$ cat config.mk
export PLATFORM = sky130hd
export DESIGN_NAME = fc_data_feeder
export DESIGN_NICKNAME = d
export VERILOG_FILES = /design/src/rtl/fc_data_feeder.sv
export SDC_FILE = /design/constraint.sdc
export NUM_CORES = 1
export LEC_CHECK = 0
export BUFFER_PORTS_ARGS = -buffer_cell sky130_fd_sc_hd__buf_2
export CORE_UTILIZATION = 47
export DETAILED_ROUTE_END_ITERATION = 8
export HOLD_SLACK_MARGIN = 0.06
export PLACE_DENSITY = 0.85
export SLEW_MARGIN = 20
export SYNTH_ARGS = -nofsm -noshare
export SYNTH_HDL_FRONTEND = slang
export SYNTH_SLANG_ARGS = --single-unit
$ cat constraint.sdc
create_clock -name clk -period 2.3 [get_ports clk]
set_input_delay 0.115 -clock clk [delete_from_list [all_inputs] [get_ports clk]]
set_output_delay 0.115 -clock clk [all_outputs]
set_load 0.02 [all_outputs]
$ cat src/rtl/fc_data_feeder.sv
// Sequences shared node/weight SRAM reads into a downstream FC core and
// captures the core's accumulator once every element result has come back.
module fc_data_feeder #(
   parameter int DATA_WIDTH = 8,
   parameter int ADDR_WIDTH = 10
) (
   input  logic                    clk,
   input  logic                    reset_n,
   input  logic                    i_start,
   input  logic [ADDR_WIDTH:0]     i_num_cnt,
   output logic                    o_idle,
   output logic                    o_done,
   output logic [4*DATA_WIDTH-1:0] o_result,
   output logic                    o_mem_ce,
   output logic [ADDR_WIDTH-1:0]   o_mem_addr,
   input  logic [DATA_WIDTH-1:0]   i_node_q,
   input  logic [DATA_WIDTH-1:0]   i_wegt_q,
   output logic                    o_core_run,
   output logic                    o_core_valid,
   output logic [DATA_WIDTH-1:0]   o_core_node,
   output logic [DATA_WIDTH-1:0]   o_core_wegt,
   input  logic                    i_core_valid,
   input  logic [4*DATA_WIDTH-1:0] i_core_result
);

   localparam int CW = ADDR_WIDTH + 1;
   localparam int RW = 4 * DATA_WIDTH;

   typedef enum logic [2:0] {
      S_IDLE,
      S_CLEAR,
      S_READ,
      S_WAIT,
      S_DONE
   } state_t;

   state_t          state;
   state_t          state_next;
   logic [CW-1:0]   num_q;
   logic [CW-1:0]   rd_cnt;
   logic [CW-1:0]   res_cnt;
   logic            core_valid_q;
   logic [RW-1:0]   result_q;
   logic            accept_start;
   logic            counting;
   logic            rd_last;
   logic            res_hit;

   assign accept_start = (state == S_IDLE) && i_start;
   assign counting     = (state == S_READ) || (state == S_WAIT);
   assign rd_last      = (rd_cnt == (num_q - CW'(1)));
   // The result is final on the core-valid pulse that completes the N-th element.
   assign res_hit      = counting && i_core_valid && ((res_cnt + CW'(1)) == num_q);

   always_ff @(posedge clk or negedge reset_n) begin
      if (!reset_n) begin
         state <= S_IDLE;
      end else begin
         state <= state_next;
      end
   end

   always_comb begin
      state_next = state;
      unique case (state)
         S_IDLE: begin
            if (i_start) begin
               state_next = (i_num_cnt == '0) ? S_DONE : S_CLEAR;
            end
         end
         S_CLEAR: state_next = S_READ;
         S_READ: begin
            if (res_hit) begin
               state_next = S_DONE;
            end else if (rd_last) begin
               state_next = S_WAIT;
            end
         end
         S_WAIT: begin
            if (res_hit) begin
               state_next = S_DONE;
            end
         end
         S_DONE: state_next = S_IDLE;
         default: state_next = S_IDLE;
      endcase
   end

   always_ff @(posedge clk or negedge reset_n) begin
      if (!reset_n) begin
         num_q        <= '0;
         rd_cnt       <= '0;
         res_cnt      <= '0;
         core_valid_q <= 1'b0;
         result_q     <= '0;
      end else begin
         core_valid_q <= (state == S_READ);
         if (accept_start) begin
            num_q <= i_num_cnt;
         end
         if (state == S_CLEAR) begin
            rd_cnt  <= '0;
            res_cnt <= '0;
         end else begin
            if (state == S_READ) begin
               rd_cnt <= rd_cnt + CW'(1);
            end
            if (counting && i_core_valid) begin
               res_cnt <= res_cnt + CW'(1);
            end
         end
         // A zero-length request still reports a defined (empty) dot product.
         if (accept_start && (i_num_cnt == '0)) begin
            result_q <= '0;
         end else if (res_hit) begin
            result_q <= i_core_result;
         end
      end
   end

   assign o_idle       = (state == S_IDLE);
   assign o_done       = (state == S_DONE);
   assign o_result     = result_q;
   assign o_mem_ce     = (state == S_READ);
   assign o_mem_addr   = (state == S_READ) ? rd_cnt[ADDR_WIDTH-1:0] : '0;
   assign o_core_run   = (state == S_CLEAR);
   assign o_core_valid = core_valid_q;
   assign o_core_node  = i_node_q;
   assign o_core_wegt  = i_wegt_q;

endmodule
### Word level (Yosys, flattened, before mapping)

Index checks and enable logic that the tools add are counted.
Widths: inputs -> output; s select.

| storage, ports and cells | value |
|---|---|
| flip-flop bits (word level) | 69 |
| output and inout bits | 63 |

| operators by class | value |
|---|---|
| add/subtract/negate cells | 3 |
| equality and inequality tests | 9 |
| muxes and demuxes | 13 |
| reduce and logical (&&, ||, !) cells | 11 |

Operator list:

| kind | number |
|---|---|
| $mux 32 | 2 |
| $mux 11 | 4 |
| $add 11x1->11 const B | 2 |
| $eq 11x11->1 | 2 |
| $mux 3 | 5 |
| $pmux 3 s4 | 1 |
| $logic_not 11->1 | 1 |
| $sub 11x1->11 const B | 1 |
| $mux 10 | 1 |
| $eq 3x2->1 const B | 2 |
| $reduce_bool 2->1 | 3 |
| $logic_and 1x1->1 | 4 |
| $ne 2x2->1 const B | 2 |
| $eq 3x1->1 const B | 1 |
| $eq 3x3->1 const B | 1 |
| $logic_not 3->1 | 1 |
| $ne 3x1->1 const B | 1 |
| $reduce_and 3->1 | 1 |
| $logic_or 1x1->1 | 1 |

### Logic depth before layout (Yosys ltp)

Gate-level depths: netlist (run 1).

| depth | value |
|---|---|
| depth in word-level cells | 6 |
| gate-level depth with buffers | 9 |
| gate-level depth less buffers | 8 |

### Worst setup path before layout (run 1)

OpenSTA, ideal clock, no wires.

| timing path | value |
|---|---|
| path kind | flip-flop to flip-flop |
| from | register num_q[0] |
| to | register state[0] |
| library setup time | 0.111 ns |
| arrival | 2.333 ns |
| path slack | -0.145 ns |
| stages on the path, launching flop included | 10 |
| path through | dfrtp_1 -> buf_6 -> inv_1 -> ha_1 -> nor3b_1 -> nor4bb_1 -> xnor2_1 -> o21ai_0 -> nand4b_1 -> a2111oi_2 |

| on the way | value |
|---|---|
| word-level cells in the longest chain between the ends | 4 |
| elaborated cells between the ends (all ways) | 9 |

Ends and longest elaborated chain:

| what | line | source |
|---|---|---|
| start: declaration | 39 | `logic [CW-1:0] num_q;` |
| start signal: assignment | 99 | `num_q <= i_num_cnt;` |
| $sub 11x1->11 / $eq 11x11->1 (equally long branches) | 51, 53 |  |
| $eq 11x11->1 / $logic_and 1x1->1 (equally long branches) | 51, 53 |  |
| $ne 3x1->1 (no line) (tied with other cells) | -- |  |
| $reduce_and 3->1 (no line) / $pmux 3 s4 (equally long branches) | -- |  |
| end signal: assignment | 59 | `state <= state_next;` |
| end: declaration | 37 | `state_t state;` |

Parallel ways exist; a longest one is shown, timed or not.
A chain may end at the register's enable or synchronous reset.

### Final worst setup path (run 1)

| timing path | value |
|---|---|
| from | register num_q[0] |
| to | register state[2] |

Same word-level chain as after synthesis.

==> flow_summary.ini, run 1 <==
[status]
status = finished with violations
violations = negative setup slack

[timing]
setup_viol = 2
rsz0062_at_grt = yes
tns_ns = -0.104
final.min_clock_period_ns = 2.40
skew_ns = 0.0182
slew_viol_final = 0
maxSlewHeadroom = 0.576
fmax_mhz = 416
setup_ws_ns = -0.101
hold_viol_final = 0
tightest_slew_ns = 0.630
whs_ns = 0.230
min_period_over_period = 1.04

[cts]
path_clk_slew_ns = 0.09
cts_buffers = 9
cts_sinks = 69
clock-root-buffer = clkbuf_8
cts.path.max_buffers = 2
cts_tree = done
htreeDepth = 3
clk_latency_ns = 0.36

[logic_synthesis]
synth-edff-count = 0
yosysTopAreaCell = dfrtp_1
async_flop_share = 1.00
syn_avg_cell_area_um2 = 9.18
synth_warnings = 0
ys.flop_type = dfrtp_1
syn_inst = 444
syn-num-nets = 510
ys_seq_area_frac = 0.424
syn_area_um2 = 4080
synth_cell_types = 55
synth-seq-cells = 69
synth_area_leaders = dfrtp_1, mux2i_1, nand2_1
synth.top_cell.area_share = 0.424

[final_layout]
stdcell_area_um2 = 5650
final_cells = 700
drive_above_1_share = 0.316
fin_util = 0.680
fillers = 583
n_antenna_cell = 0
nets = 656
syn_to_final_growth_pct = 38.6
final_cell_mix = buf_2, nand2_1, dfrtp_1
final_common_cell = buf_2

[drt]
wirelength_mm = 12.1
post-route-drc-count = 0
via_per_inst = 5.59
drtIter0Drc = 283
ant_nets = 0
dr.pass1.iters = 4
drt-wirelength-per-cell_um = 17.3
vias = 3912

[worst_setup_path]
crit_arrival_ns = 2.66
max_stage_delay_ns = 0.44
path_cells = buf_6 > buf_4 > xnor2_2 > nor3_2 > nand3_1 > nor4_4 > buf_4 > a31oi_1 > a2111oi_4
critical_path.top_delay_family = simple AND/OR/NAND/NOR gates
crit_slowest_cell = dfrtp_1
cpMostUsedCell = buf_4
setup.worst_path.class = reg2reg
end_kind = register
path_max_fanout = 3
cp_num_buf_inv = 3
cp.required_ns = 2.56
start_kind = register

[floorplan]
die_area_um2 = 9050
dieHeight_um = 95.1
rows = 33
core_area_um2 = 8300
start_util = 0.491
ios = 126
die_w_um = 95.1

[grt]
antenna_found_initial = 0
grt_usage = 0.273
first_global_vias = 3714
grt_pass1_wl_mm = 18.5
grt_overflow = 0
grt_max_degree = 45

[placed_design]
dp_cells = 633
postPlaceCellArea_um2 = 4700
gp_congestion = 0.929
numPortBuffers = 93
dp_hpwl_mm = 7.39

[min_path]
worstHoldPathType = in2out

[power]
p_leak_nw = 2.98
power_density_nw_per_um2 = 1160
ir_drop_v = 0.000780

[flow_run]
drv_cap = 0
## state kept, by name (all words and copies together), names as in the netlist
register / flops
num_q: 11
o_result: 32
state: 3
rd_cnt: 11
o_core_valid: 1
res_cnt: 11
## per-stage QoR
stage | worst slack (ns) | power, mW
floorplan | 0.00819 | 3.91
global placement | -0.0184 | 4.72
detailed placement | -0.0616 | 4.84
CTS | -0.0486 | 6.16
global route | -0.172 | 6.88
finish | -0.101 | 6.53
## power breakdown
part / internal, mW / total (mW) / switching [mW]
Sequential: 1.66 / 2.16 / 0.505
Clock: 0.650 / 1.18 / 0.527
Combinational: 1.40 / 3.20 / 1.79
Total: 3.71 / 6.53 / 2.82
## layer usage
| metal | routed length [µm] | share of wire | vias up | track usage |
|---|---|---|---|---|
| li1 | - | - | 1772 | - |
| met1 | 4890 | 0.40 | 1914 | 0.350 |
| met2 | 5970 | 0.49 | 188 | 0.427 |
| met3 | 905 | 0.075 | 38 | 0.0734 |
| met4 | 371 | 0.031 | 0 | 0.130 |
| met5 | 0 | 0 | - | 0 |
## cell families (layout without fill, tap and decap cells)
| group | Yosys count | after routing | share of synthesized area |
|---|---|---|---|
| simple gates | 152 | 152 | 0.194 |
| buf+inv | 80 | 231 | 0.0943 |
| flops | 69 | 69 | 0.424 |
| compound gates | 67 | 67 | 0.106 |
| mux | 43 | 43 | 0.108 |
| xor+xnor | 30 | 30 | 0.0645 |
| fa+ha+maj | 3 | 3 | 0.00921 |
## final timing paths
check / startpoint / to / slack, ns / depth (start not counted)
setup / recovery: num_q[0]$_DFFE_PN0P_ / state[2]$_DFFE_PN0P_ / -0.10 / 9
hold / removal: i_node_q[0] / o_core_node[0] / 0.23 / 0
setup reg to reg: num_q[0]$_DFFE_PN0P_ / state[2]$_DFFE_PN0P_ / -0.10 / 9
hold reg to reg: o_result[29]$_DFFE_PN0P_ / o_result[29]$_DFFE_PN0P_ / 0.53 / 2
max in group asynchronous: reset_n / num_q[2]$_DFFE_PN0P_ / 1.31 / 3
min in group asynchronous: reset_n / o_result[8]$_DFFE_PN0P_ / 0.32 / 2
## Yosys cell counts, types with 2 or more instances
library cell  count
dfrtp_1          69
nand2_1          67
inv_1            40
o21ai_0          36
mux2i_1          34
buf_4            17
nor2_1           17
clkbuf_1         16
xnor2_1          16
xor2_1           14
and2_1           13
mux2_2            9
nand3_1           9
and3_1            8
a21oi_1           7
nor2b_1           7
nor3_1            6
buf_2             4
o31ai_1           4
a31oi_1           3
ha_1              3
nand3b_1          3
nand4_1           3
nor4_1            3
o32ai_1           3
a221o_1           2
buf_6             2
o22ai_1           2
## cell type report
| cell class | instances | area, µm² | share of cell area |
|---|---|---|---|
| multi-input cells | 295 | 2130 | 0.378 |
| clock buffers | 10 | 138 | 0.0244 |
| repair buffers | 174 | 1260 | 0.224 |
| flip-flops and latches | 69 | 1730 | 0.307 |
| clock inverters | 6 | 95.1 | 0.0168 |
| well taps | 105 | 131 | 0.0233 |
| inverters | 41 | 154 | 0.0273 |
## repair_timing
action                     4_1_cts  5_1_grt
gates cloned                     0        3
gates resized for setup         10       25
hold endpoints to repair        68        0
buffers inserted                 3        1
setup endpoints to repair        2       34
pin swaps                        8        9
hold buffers                    44        0
Power figures use the tool's default switching activity.
==> run 2, diff against run 1 <==
CORE_UTILIZATION = 56   (was 47)
GPL_TIMING_DRIVEN = 0   (was default)
PLACE_DENSITY = 0.94   (was 0.85)
clock period = 2.9 ns   (was 2.3 ns; I/O delays follow)
==> run 2 against run 1 <==
Compared with the run above: the run now ends clean; non-clock buffer count increased by 16; combinational power fell by 23%; clock power fell by 29%; register-to-register slack better by 0.14 ns; maximum frequency fell by 16%; critical path type unchanged; critical endpoint is now o_result[12]$_DFFE_PN0P_; largest power group unchanged; highest routed layer unchanged.
==> flow_summary.ini, run 2 (synthesis results as in run 1) <==
[drt]
dr.pass1.iters = 6
drt-wirelength-per-cell_um = 21.3
drtIter0Drc = 616
post-route-drc-count = 0
via_per_inst = 6.18
vias = 4361
ant_nets = 0
wirelength_mm = 15.0

[final_layout]
drive_above_1_share = 0.289
syn_to_final_growth_pct = 32.4
n_antenna_cell = 0
fin_util = 0.781
final_cell_mix = buf_2, dfrtp_1, nand2_1
final_common_cell = buf_2
nets = 672
largest_register_ff_count = 32

[worst_setup_path]
start_kind = register
critical_path.top_delay_family = simple AND/OR/NAND/NOR gates
max_stage_delay_ns = 0.54
cp.required_ns = 3.16
crit_slowest_cell = dfrtp_1
setup.worst_path.class = reg2reg
cp_num_buf_inv = 1
path_cells = ha_1 > and3_1 > nand3_1 > xnor2_1 > nor4_2 > nand4_2 > buf_2 > mux2i_1
path_max_fanout = 10
end_kind = register
crit_arrival_ns = 3.13

[grt]
grt_pass1_wl_mm = 22.4
grt_overflow = 0
antenna_found_initial = 0
first_global_vias = 4209
grt_usage = 0.400
grt_max_degree = 51

[timing]
setup_viol = 0
maxSlewHeadroom = 0.493
fmax_mhz = 349
final.min_clock_period_ns = 2.86
min_period_over_period = 0.988
hold_viol_final = 0
slew_viol_final = 0
tightest_slew_ns = 0.754
skew_ns = 0.0129
setup_ws_ns = 0.0358

[cts]
cts.path.max_buffers = 2
path_clk_slew_ns = 0.08
cts_tree = done
htreeDepth = 3
clk_latency_ns = 0.37
cts_buffers = 9
cts_sinks = 69
clock-root-buffer = clkbuf_8

[floorplan]
dieHeight_um = 87.3
die_w_um = 87.3
core_area_um2 = 6910
start_util = 0.590
ios = 126
rows = 30
die_area_um2 = 7620

[placed_design]
gp_congestion = 0.972
dp_slack_ns = 0.0128
numPortBuffers = 109
dp_hpwl_mm = 7.63

[power]
power_density_nw_per_um2 = 930
p_leak_nw = 2.92
total_power_mw = 5.02
ir_drop_v = 0.000683

[flow_run]
drv_cap = 0

[min_path]
worstHoldPathType = in2reg

[status]
status = completed
## run 2: routing by layer
| metal | global-route usage | part of all wire | vias up | wire length, µm |
|---|---|---|---|---|
| li1 | - | - | 1798 | - |
| met1 | 0.476 | 0.35 | 2029 | 5200 |
| met2 | 0.665 | 0.47 | 416 | 7080 |
| met3 | 0.113 | 0.12 | 118 | 1810 |
| met4 | 0.195 | 0.063 | 0 | 944 |
| met5 | 0 | 0 | - | 0 |
## run 2: power by group
part	switching (mW)	internal [mW]
combinational	1.55	0.915
sequential	0.414	1.31
clock	0.418	0.417
## run 2: repair_timing
item / CTS / global route
hold buffers: 36 / 2
setup endpoints to repair: 2 / 32
buffers inserted: 0 / 3
endpoints found under the hold margin: 104 / 2
resized for setup: 1 / 4
pin swaps: 0 / 2
## run 2: final timing paths
path | start | endpoint | slack, ns | depth (start not counted)
setup / recovery | res_cnt[0]$_DFFE_PN0P_ | o_result[12]$_DFFE_PN0P_ | 0.04 | 8
hold / removal | i_num_cnt[10] | num_q[10]$_DFFE_PN0P_ | 0.08 | 2
setup reg to reg | res_cnt[0]$_DFFE_PN0P_ | o_result[12]$_DFFE_PN0P_ | 0.04 | 8
hold reg to reg | res_cnt[10]$_DFFE_PN0P_ | res_cnt[10]$_DFFE_PN0P_ | 0.52 | 1
max in group asynchronous | reset_n | num_q[5]$_DFFE_PN0P_ | 2.15 | 3
min in group asynchronous | reset_n | o_core_valid$_DFF_PN0_ | 0.22 | 2
## run 2: metrics by stage
stage,hold WS [ns],cell area (µm²),cells,setup TNS [ns]
final,0.0789,5400,706,0
after global routing,0.0884,5400,706,-0.00218
after CTS,0.0627,5340,701,0
after detailed placement,0.0516,4770,650,0
after global placement,0.377,4740,649,0
after floorplan,-0.151,4080,444,0
## run 2: layout make-up
cell class                 instances  area, µm²
multi-input combinational        295       1990
buffer                            39        230
clock buffer                      10        138
tap                               96        120
fill                             376       1510
inverter                          41        154
clock inverter                     5       61.3
timing repair buffer             151        978
sequential                        69       1730
==> run 3, diff against run 2 <==
CORE_UTILIZATION = 52   (was 56)
PLACE_DENSITY = 0.85   (was 0.94)
SETUP_SLACK_MARGIN = 0.4   (was default)
clock period = 3 ns   (was 2.9 ns; I/O delays follow)
==> run 3 against run 2 <==
Compared with the run above: sequential cell count is the same; setup slack gained 0.50 ns; first-iteration DRC count shrank 52%; utilization shrank 3.4 points; routed wire length shrank 25%; final cell count grew 1.3%; sequential power shrank 9%; final area grew 2.6%; global-route usage shrank 11 points; clock skew is essentially flat; maximum frequency grew 16%; worst hold slack gained 0.15 ns; critical path type unchanged; largest cell class unchanged; highest routed layer unchanged.
==> flow_summary.ini, run 3 (synthesis results as in run 1) <==
[status]
status = completed

[drt]
drt-wirelength-per-cell_um = 15.8
post-route-drc-count = 0
ant_nets = 0
drtIter0Drc = 297
via_per_inst = 5.40
vias = 3863
dr.pass1.iters = 5
wirelength_mm = 11.3

[placed_design]
gp_congestion = 0.859
dp_hpwl_mm = 7.06
numPortBuffers = 109
postPlaceCellArea_um2 = 4770

[cts]
cts_tree = done
cts.path.max_buffers = 2
path_clk_slew_ns = 0.08
cts_buffers = 9
htreeDepth = 3
clock-root-buffer = clkbuf_8
cts_sinks = 69
clk_latency_ns = 0.37

[power]
ir_drop_v = 0.000664
total_power_mw = 4.70
p_seq_frac = 0.337
comb_power_share = 0.475
p_sw_mw = 2.02
p_int_mw = 2.68
p_leak_nw = 2.98
switching_share = 0.430
pwr-share-clk = 0.188
power_density_nw_per_um2 = 849

[final_layout]
fillers = 511
drive_above_1_share = 0.295
n_antenna_cell = 0
largest_register_ff_count = 32
stdcell_area_um2 = 5530
syn_to_final_growth_pct = 35.8
final_common_cell = buf_2
nets = 677
final_cell_mix = buf_2, dfrtp_1, nand2_1

[worst_setup_path]
crit_slowest_cell = dfrtp_1
crit_arrival_ns = 2.75
timing.rr.start = res_cnt[0]$_DFFE_PN0P_
path_max_fanout = 10
max_stage_delay_ns = 0.50
end_kind = register
cp.required_ns = 3.28
setup.worst_path.class = reg2reg
rr_worst_depth = 9
critical_path.top_delay_family = simple AND/OR/NAND/NOR gates
r2r_slack_ns = 0.53
path_cells = ha_2 > and3_1 > nand3_1 > xnor2_1 > nor4_4 > buf_4 > nand4_4 > clkbuf_4 > mux2i_1
r2r_end = o_result[12]$_DFFE_PN0P_
start_kind = register
cp_num_buf_inv = 2

[floorplan]
rows = 31
ios = 126
die_area_um2 = 8190
dieHeight_um = 90.5
die_w_um = 90.5
start_util = 0.550
core_area_um2 = 7410

[timing]
min_period_over_period = 0.823
final.min_clock_period_ns = 2.47
tns_ns = 0
slew_viol_final = 0
setup_viol = 0
tightest_slew_ns = 0.633
skew_ns = 0.0124
rsz0062_at_grt = no
hold_viol_final = 0
fmax_mhz = 405
maxSlewHeadroom = 0.574

[grt]
grt_pass1_wl_mm = 18.3
grt_usage = 0.285
grt_overflow = 0
grt_max_degree = 48
antenna_found_initial = 0
first_global_vias = 3783

[flow_run]
drv_cap = 0

[min_path]
worstHoldPathType = in2async
## run 3: worst max path at each step
stage	from	endpoint	slack [ns]	depth (start not counted)
floorplan	num_q[0]$_DFFE_PN0P_	state[0]$_DFFE_PN0P_	0.56	9
global placement	num_q[1]$_DFFE_PN0P_	state[2]$_DFFE_PN0P_	0.19	8
detailed placement	num_q[1]$_DFFE_PN0P_	state[2]$_DFFE_PN0P_	0.08	8
CTS	res_cnt[0]$_DFFE_PN0P_	o_result[28]$_DFFE_PN0P_	0.40	8
global route	num_q[0]$_DFFE_PN0P_	state[0]$_DFFE_PN0P_	0.39	9
finish	res_cnt[0]$_DFFE_PN0P_	o_result[12]$_DFFE_PN0P_	0.53	9
## run 3: what timing repair did
| action | in CTS | in global routing |
|---|---|---|
| setup endpoints to repair | 32 | 38 |
| pin swaps | 0 | 2 |
| endpoints found under the hold margin | 112 | 0 |
| resized for setup | 4 | 16 |
| setup buffers | 1 | 1 |
| hold buffers | 44 | 0 |
## run 3: power groups by stage
| stage | Combinational, mW | Clock (mW) | Sequential [mW] |
|---|---|---|---|
| 3_5_place_dp | 2.04 | 0 | 1.57 |
| 5_1_grt | 2.42 | 0.927 | 1.63 |
| 3_3_place_gp | 1.96 | 0 | 1.56 |
| 4_1_cts | 2.13 | 0.891 | 1.56 |
| 2_1_floorplan | 1.22 | 0 | 1.78 |
| 6_report | 2.23 | 0.883 | 1.58 |
## run 3: stage by stage
stage	std cells	hold WS [ns]	setup slack, ns	utilization
after floorplan	444	-0.146	0.555	-
after global placement	652	0.380	0.191	0.640
after detailed placement	653	0.0747	0.0754	0.644
after CTS	714	0.240	0.397	0.740
after global routing	715	0.261	0.389	0.747
final	715	0.229	0.531	0.747
## run 3: metal layers
layer,up-vias,GRT usage,wire length [µm]
met5,-,0,0
met4,0,0.102,232
met3,18,0.0673,754
met2,182,0.497,5700
met1,1849,0.343,4580
li1,1814,-,-
## run 3: final cells by class
type | instances | area (µm²) | share of cell area
Timing Repair Buffer | 156 | 1030 | 0.186
Buffer | 39 | 239 | 0.0432
Clock buffer | 10 | 138 | 0.0249
Multi-Input combinational cell | 295 | 2030 | 0.366
Tap cell | 99 | 124 | 0.0224
Inverter | 41 | 154 | 0.0278
Sequential cell | 69 | 1730 | 0.312
Clock inverter | 6 | 93.8 | 0.0170
